--- src/rtl/morse_pkg.sv ---
// Shared constants, FSM state type and pattern lookup for the Morse decoder.
// Each letter is a fixed 12-bit on/off pattern, first-received bit in bit 11.
package morse_pkg;

  localparam int CODE_LEN = 12;

  localparam logic [CODE_LEN-1:0] PAT_A = 12'b101110000000;
  localparam logic [CODE_LEN-1:0] PAT_B = 12'b111010101000;
  localparam logic [CODE_LEN-1:0] PAT_C = 12'b111010111010;
  localparam logic [CODE_LEN-1:0] PAT_D = 12'b111010100000;
  localparam logic [CODE_LEN-1:0] PAT_E = 12'b100000000000;
  localparam logic [CODE_LEN-1:0] PAT_F = 12'b101011101000;
  localparam logic [CODE_LEN-1:0] PAT_G = 12'b111011101000;
  localparam logic [CODE_LEN-1:0] PAT_H = 12'b101010100000;

  typedef enum logic [1:0] {
    IDLE  = 2'd0,
    SHIFT = 2'd1,
    DONE  = 2'd2
  } state_t;

  typedef struct packed {
    logic       hit;
    logic [2:0] idx;
  } match_t;

  function automatic match_t match_code(input logic [CODE_LEN-1:0] code);
    match_t m;
    m.hit = 1'b1;
    m.idx = 3'd0;
    case (code)
      PAT_A:   m.idx = 3'd0;
      PAT_B:   m.idx = 3'd1;
      PAT_C:   m.idx = 3'd2;
      PAT_D:   m.idx = 3'd3;
      PAT_E:   m.idx = 3'd4;
      PAT_F:   m.idx = 3'd5;
      PAT_G:   m.idx = 3'd6;
      PAT_H:   m.idx = 3'd7;
      default: m.hit = 1'b0;
    endcase
    return m;
  endfunction

endpackage

--- src/rtl/morse_bit_sampler.sv ---
// Synchronizes the Morse line, detects rising edges and generates mid-bit
// sample strobes: first strobe HALF cycles after start, then every BIT cycles.
module morse_bit_sampler #(
  parameter int CLOCK_FREQUENCY = 500
) (
  input  logic clk,
  input  logic rst_n,
  input  logic line,
  input  logic start,
  input  logic active,
  output logic rise,
  output logic strobe,
  output logic bit_sync
);

  localparam int BIT  = CLOCK_FREQUENCY / 2;
  localparam int HALF = CLOCK_FREQUENCY / 4;
  localparam int CW   = $clog2(CLOCK_FREQUENCY);

  logic          sync1;
  logic          sync2;
  logic          prev;
  logic [CW-1:0] cnt;

  always_ff @(posedge clk or negedge rst_n) begin
    if (!rst_n) begin
      sync1 <= 1'b0;
      sync2 <= 1'b0;
      prev  <= 1'b0;
    end else begin
      sync1 <= line;
      sync2 <= sync1;
      prev  <= sync2;
    end
  end

  assign rise     = sync2 & ~prev;
  assign bit_sync = sync2;
  assign strobe   = active && (cnt == '0);

  // Counter only runs while a code is being shifted in; it idles otherwise.
  always_ff @(posedge clk or negedge rst_n) begin
    if (!rst_n) begin
      cnt <= '0;
    end else if (start) begin
      cnt <= CW'(HALF - 1);
    end else if (active) begin
      if (cnt == '0) begin
        cnt <= CW'(BIT - 1);
      end else begin
        cnt <= cnt - 1'b1;
      end
    end
  end

endmodule

--- src/rtl/morse_decoder.sv ---
// Captures a 12-bit Morse on/off code from a serial line and decodes it to
// one of eight letters (A..H), flagging codes that match none.
module morse_decoder
  import morse_pkg::*;
#(
  parameter int CLOCK_FREQUENCY = 500
) (
  input  logic                ClockIn,
  input  logic                Reset,
  input  logic                DotDashIn,
  output logic [2:0]          LetterOut,
  output logic                LetterValid,
  output logic                CodeError,
  output logic [CODE_LEN-1:0] RawCode,
  output logic                Busy
);

  state_t              state;
  state_t              state_next;
  logic                rise;
  logic                strobe;
  logic                bit_sync;
  logic                start;
  logic                active;
  logic                last_bit;
  logic [3:0]          bit_cnt;
  logic [CODE_LEN-1:0] shift_code;
  match_t              match;

  assign start    = (state == IDLE) && rise;
  assign active   = (state == SHIFT);
  assign last_bit = strobe && (bit_cnt == 4'(CODE_LEN - 1));
  assign match    = match_code(shift_code);
  assign Busy     = (state != IDLE);

  morse_bit_sampler #(
    .CLOCK_FREQUENCY(CLOCK_FREQUENCY)
  ) u_sampler (
    .clk     (ClockIn),
    .rst_n   (Reset),
    .line    (DotDashIn),
    .start   (start),
    .active  (active),
    .rise    (rise),
    .strobe  (strobe),
    .bit_sync(bit_sync)
  );

  always_ff @(posedge ClockIn or negedge Reset) begin
    if (!Reset) begin
      state <= IDLE;
    end else begin
      state <= state_next;
    end
  end

  always_comb begin
    state_next = state;
    case (state)
      IDLE:    if (rise) state_next = SHIFT;
      SHIFT:   if (last_bit) state_next = DONE;
      DONE:    state_next = IDLE;
      default: state_next = IDLE;
    endcase
  end

  // Edges during SHIFT/DONE are ignored because start is gated by IDLE.
  always_ff @(posedge ClockIn or negedge Reset) begin
    if (!Reset) begin
      bit_cnt     <= '0;
      shift_code  <= '0;
      LetterOut   <= '0;
      LetterValid <= 1'b0;
      CodeError   <= 1'b0;
      RawCode     <= '0;
    end else begin
      LetterValid <= 1'b0;
      CodeError   <= 1'b0;
      if (start) begin
        bit_cnt    <= '0;
        shift_code <= '0;
      end else if (active && strobe) begin
        shift_code <= {shift_code[CODE_LEN-2:0], bit_sync};
        bit_cnt    <= bit_cnt + 4'd1;
      end else if (state == DONE) begin
        RawCode <= shift_code;
        if (match.hit) begin
          LetterOut   <= match.idx;
          LetterValid <= 1'b1;
        end else begin
          CodeError <= 1'b1;
        end
      end
    end
  end

endmodule
--- config.mk ---
export PLATFORM = sky130hd
export DESIGN_NAME = morse_decoder
export DESIGN_NICKNAME = d
export VERILOG_FILES = /design/src/rtl/morse_pkg.sv /design/src/rtl/morse_bit_sampler.sv /design/src/rtl/morse_decoder.sv
export SDC_FILE = /design/constraint.sdc
export NUM_CORES = 1
export LEC_CHECK = 0
export ABC_CLOCK_PERIOD_IN_PS = 3050
export CORE_MARGIN = 2
export CORE_UTILIZATION = 55
export CTS_CLUSTER_DIAMETER = 30
export DETAILED_ROUTE_END_ITERATION = 16
export HOLD_SLACK_MARGIN = 0.08
export PLACE_DENSITY = 0.78
export SLEW_MARGIN = 20
export SYNTH_ARGS = -nofsm -noshare
export SYNTH_HDL_FRONTEND = slang
export SYNTH_HIERARCHICAL = 1
export SYNTH_SLANG_ARGS = --single-unit
--- constraint.sdc ---
create_clock -name ClockIn -period 3.05 [get_ports ClockIn]
set_input_delay 0.7625 -clock ClockIn [delete_from_list [all_inputs] [get_ports ClockIn]]
set_output_delay 0.7625 -clock ClockIn [all_outputs]
set_load 0.03 [all_outputs]
# --- Word level (Yosys, flattened, before mapping) ---
# Cells that the tools add are included.
word_totals:
  register_bits: 47
  latch_bits: 0
  ramBits: 0
  mem_bits_ro: 0
  input_bits: 3
  output_inout_bits: 18
  word_cells: 63
  n_memories: 0
op_classes:
  addsub: 2
  mul: 0
  n_div: 0
  order_cmp: 0
  eq_ne: 13
  shift: 0
  muxes: 20
  bitwise: 4
  reduce_logical: 13
ops:
  columns: ["operator", "count"]
  rows:
  - ["$eq A12 B12 Y1 const B", 8]
  - ["$mux W9", 3]
  - ["$mux W12", 2]
  - ["$pmux W3 S7", 1]
  - ["$logic_not A9 Y1", 1]
  - ["$mux W1", 9]
  - ["$sub A9 B1 Y9 const B", 1]
  - ["$mux W4", 2]
  - ["$reduce_or A8 Y1", 1]
  - ["$reduce_bool A2 Y1", 3]
  - ["$add A4 B1 Y4 const B", 1]
  - ["$eq A4 B4 Y1 const B", 1]
  - ["$logic_and A1 B1 Y1", 4]
  - ["$mux W2", 2]
  - ["$pmux W2 S2", 1]
  - ["$reduce_and A4 Y1", 1]
  - ["$not A1 Y1", 3]
  - ["$reduce_and A3 Y1", 1]
  - ["$eq A2 B1 Y1 const B", 1]
  - ["$eq A2 B2 Y1 const B", 1]
  - ["$logic_not A2 Y1", 1]
  - ["$ne A2 B1 Y1 const B", 1]
  - ["$ne A2 B2 Y1 const B", 1]
  - ["$reduce_and A2 Y1", 1]
  - ["$and A1 B1 Y1", 1]

# --- Depth between registers and ports, before layout ---
logic_depth:
  ltp_word: 7
  mapped_depth: 9
  mapped_depth_nobuf: 8

# --- Hierarchy ---
# Netlist, hierarchy kept.
modules_own_cells:
  columns: ["module", "instances", "cells_each", "area_each_um2", "seq_area_each_um2"]
  rows:
  - ["morse_decoder", 1, 157, 1667.8, 875.8]
  - ["morse_bit_sampler", 1, 60, 634.4, 300.3]

# --- Worst setup path after synthesis ---
# Ideal clock, no wire load.
synth_path:
  kind: "reg2reg"
  startpoint: "register state[1]"
  endpoint: "register u_sampler.cnt[1]"
  setup_time_ns: 0.120
  arrival_time_ns: 1.942
  required_time_ns: 2.930
  setup_slack_ns: 0.988
  stages_incl_launch_ff: 7
  path_buffers: 2
  synth_period_minus_slack_ns: 2.062
  path_cell_list: "dfrtp_1 > or2_2 > nor2_1 > buf_2 > clkbuf_1 > nor2_1 > a31o_1"
synth_via:
  elab_chain_len: 3
  word_cells_on_any_way: 5
  cone_classes: "1 x eq/ne; 1 x mux; 3 x reduce/logical"
synth_lines:
  columns: ["item", "line_no", "rtl"]
  rows:
  - ["start: declaration", "morse_decoder.sv:18", "state_t state;"]
  - ["start signal: assignment", "morse_decoder.sv:53", "state <= state_next;"]
  - ["$logic_not A2 Y1 (*)", "morse_decoder.sv:30", "assign start = (state == IDLE) && rise;"]
  - ["$logic_and A1 B1 Y1 (*)", "morse_decoder.sv:30", null]
  - ["net start", "morse_decoder.sv:23", "logic start;"]
  - ["$mux W9 or $reduce_bool A2 Y1 (tied branches)", null, null]
  - ["end signal: assignment", "morse_bit_sampler.sv:46", "cnt <= CW'(HALF - 1);"]
  - ["end signal: assignment", "morse_bit_sampler.sv:49", "cnt <= CW'(BIT - 1);"]
  - ["end signal: assignment", "morse_bit_sampler.sv:51", "cnt <= cnt - 1'b1;"]
  - ["end: declaration", "morse_bit_sampler.sv:23", "logic [CW-1:0] cnt;"]
# The timed path passes the listed nets; every way through them passes the cells marked *.
# A chain may end at the register's enable or synchronous reset.

# --- Final worst setup path ---
layout_path:
  startpoint: "register state[1]"
  endpoint: "output Busy"
layout_via:
  elab_chain_len: 1
layout_lines:
  columns: ["item", "line_no", "rtl"]
  rows:
  - ["$reduce_bool A2 Y1", "morse_decoder.sv:34", "assign Busy = (state != IDLE);"]
  - ["end: declaration", "morse_decoder.sv:15", "output logic Busy"]
# No other way between the ends.

==> summary.md <==
| Metric | Value |
|---|---|
| CP Launch Point | `state[1]` |
| First-pass GRT wire length | `7270 µm` |
| Final WL | `4120 µm` |
| Fmax | `0.418 GHz` |
| Post-Synthesis Cell Area | `0.00230 mm²` |
| Crit Path Max Fanout | `4` |
| R2R Path Start | `state[1]` |
| FP Rows | `23` |
| Seq/Total Area, Yosys | `0.511` |
| Placer Congestion | `0.905` |
| Slew @ Worst Pin | `0.830 ns` |
| Gr ovfl total | `0` |
| Avg Inst Size Synth | `10.6 µm²` |
| Final WS setup | `0.660 ns` |
| Leakage | `1.14 nW` |
| Max incr delay on CP | `0.60 ns` |
| Critical path type | `reg2out` |
| Layout Utilization | `0.642` |
| Die width | `68.7 µm` |
| Clock Tree Buf Depth | `2` |
| Tmin final | `2.39 ns` |
| Total Nets Final | `238` |
| Boundary Pins | `21` |
| Switching Fraction | `0.318` |
| Hold_buf cts | `0` |
| Initial antenna violation count | `0` |
| Largest net degree at the start of global routing | `48` |
| Setup Skew | `0.0130 ns` |
| GR Layer Usage met3 | `0.0487` |
| Dpl ws | `0.822 ns` |
| Syn nets | `222` |
| Share of the synthesized area in the top cell type | `0.511` |
| Main synth FF type | `dfrtp_1` |
| Core ar. | `0.00403 mm²` |
| Critical-path top delay cell | `clkdlybuf4s50_1` |
| DRT iter0 DRCs | `131` |
| Clock transition at the registers of the reported paths | `0.09 ns` |
| Overall Global Routing Usage | `0.209` |
| Pre-antenna DRT Iters | `4` |
| Crit-path leading delay family | `buffers and inverters` |
| Status | `finished clean` |
| GRT met1 Usage | `0.275` |
| CTS tree | `yes` |
| Die area | `0.00472 mm²` |
| Final period util | `0.783` |
| Min-Delay Path Class | `reg2reg` |
| R2R depth | `8` |
| WHS | `0.356 ns` |
| Post_cts resized | `0` |
| Crit path launch type | `register` |
| Post-DRT Antenna Nets | `0` |
| Int Pwr | `0.992 mW` |
| Combinational power share | `0.200` |
| Met2 GRT Util | `0.334` |
| Top Usage Layer GRT | `met2` |
| Worst EP arrival | `1.63 ns` |
| Dpl hpwl | `2800 µm` |
| CP Capture Type | `output port` |
| Post-CTS Setup Bufs | `0` |
| Sequential Power Share | `0.537` |
| Crit-path cells | `or2_2, clkdlybuf4s50_1` |
| Asr flop ratio synth | `1.00` |
| Via density | `5.79` |
| Layout cells sized above 1 | `0.150` |
| Pwr Density | `562 mW/mm²` |
| EDFF count, synth | `0` |
| Slew Limit Fails | `0` |
| Flops & latches, synth | `47` |
| Clk sink count | `47` |
| Buf/Inv on CP | `1` |
| Ant diodes | `0` |
| Dominant cell type by area after synthesis | `dfrtp_1` |
| Setup Total Neg Slack | `0 ns` |
| Clock buffer count from CTS | `5` |
| Final hold viol count | `0` |
| Stages on the worst setup path | `2` |
| Root Buffer | `clkbuf_8` |
| # fillers | `337` |
| Area delta synth->final | `12.3%` |
| Max VDD drop | `0.380 mV` |
| DRC viols | `0` |
| FF-to-FF setup slack | `0.80 ns` |
| Setup violators final | `0` |
| Post-Syn Instances | `217` |
| Max_cap viols | `0` |
| IO buf count | `20` |
| Top cells by area, synth | `dfrtp_1 51%, mux2_2 5.9%, nand2_1 5.2%` |
| Library cells used by synthesis | `48` |
| Slew Limit Headroom | `0.446` |
| Initial Utilization | `0.571` |
| H-tree lvl count | `2` |
| Syn. warnings | `6` |
| DR WL/cell | `14.5 µm` |
| Required time worst endpoint | `2.29 ns` |
| Vias | `1645` |
| Clk pwr share | `0.262` |
| Worst reg2reg endpoint | `bit_cnt[3]` |
| End point of the critical path | `Busy` |
| Chip Height | `68.7 µm` |
| Unrepaired setup endpoints after global routing | `no` |
| Sw power | `0.462 mW` |
| Clock Latency Late Sink | `0.30 ns` |
| Vias in the first global route | `1570` |
## stage by stage
stage,area (µm²),power (mW),instances
after detailed placement,2490,1.08,276
after global placement,2490,1.07,276
final,2580,1.45,284
after CTS,2580,1.47,284
after floorplan,2300,1.00,217
after global routing,2580,1.55,284
## worst min path at each step
| stage | start | to | slack (ns) | cells past startpoint |
|---|---|---|---|---|
| 6_report | u_sampler/sync1 | u_sampler/bit_sync | 0.36 | 0 |
| 5_1_grt | u_sampler/sync1 | u_sampler/bit_sync | 0.38 | 0 |
| 4_1_cts | u_sampler/sync1 | u_sampler/bit_sync | 0.36 | 0 |
| 3_5_place_dp | u_sampler/sync1 | u_sampler/bit_sync | 0.34 | 0 |
| 3_3_place_gp | u_sampler/sync1 | u_sampler/bit_sync | 0.33 | 0 |
| 2_1_floorplan | u_sampler/sync1 | u_sampler/bit_sync | 0.33 | 0 |
## power by group through the flow
stage	logic (mW)	registers, mW	clock network, mW
3_5_place_dp	0.292	0.789	0
6_report	0.291	0.781	0.382
5_1_grt	0.333	0.794	0.422
4_1_cts	0.292	0.777	0.397
3_3_place_gp	0.283	0.787	0
2_1_floorplan	0.237	0.768	0
## final cells by class
cell class / count / area (µm²) / area share
clock buffer: 5 / 68.8 / 0.0266
tap: 50 / 62.6 / 0.0242
timing repair buffer: 22 / 213 / 0.0823
multi-input combinational: 151 / 1020 / 0.394
sequential: 47 / 1180 / 0.455
clock inverter: 3 / 25.0 / 0.00968
inverter: 6 / 22.5 / 0.00871
## cell usage in the layout, fill, tap and decap left out, types with 3 or more instances in the layout
cell / n
a21o_1: 3
a21oi_1: 16
buf_4: 3
clkbuf_8: 5
clkdlybuf4s50_1: 19
dfrtp_1: 47
inv_1: 6
mux2_2: 12
nand2_1: 32
nand2b_1: 3
nand3_1: 5
nand4_1: 6
nor2_1: 12
nor2b_1: 6
nor3_1: 7
nor4b_2: 3
o21ai_0: 3
## synth_stat cells (3+ instances only)
master	instances
nor2_1	12
nand2_1	32
nand3_1	5
o21ai_0	3
nand4_1	6
nor2b_1	6
a21o_1	3
dfrtp_1	47
inv_1	6
nand2b_1	3
buf_6	4
buf_2	6
mux2_2	12
a21oi_1	16
clkbuf_1	3
nor3_1	7
nor4b_2	3
## routing by layer
metal	up-vias	share of wire
met5	-	0
met4	0	0.017
met3	8	0.037
met2	34	0.49
met1	805	0.46
li1	798	-
## cell families after synthesis
family | Yosys count | synth area share
buffers and inverters | 19 | 0.0473
multiplexers | 15 | 0.0761
AO/OA/AOI/OAI | 38 | 0.119
adder cells (fa/ha/maj) | 2 | 0.0109
AND/OR/NAND/NOR | 92 | 0.221
flip-flops | 47 | 0.511
XOR/XNOR | 4 | 0.0152
## worst register-to-register path: stages, from the launching register on
cell,delay (ns)
dfrtp_1,0.41
nor2b_1,0.11
buf_4,0.18
nor4b_2,0.29
and4_1,0.27
and2_1,0.47
nand4_1,0.18
xor2_1,0.17
nor2_1,0.10
## flip-flops by register name (all words and copies together) (netlist names)
signal	cells
shift_code	12
LetterOut	3
u_sampler/sync1	1
state	2
bit_cnt	4
LetterValid	1
u_sampler/bit_sync	1
RawCode	12
u_sampler/cnt	9
u_sampler/prev	1
CodeError	1
Power figures use the tool's default switching activity.
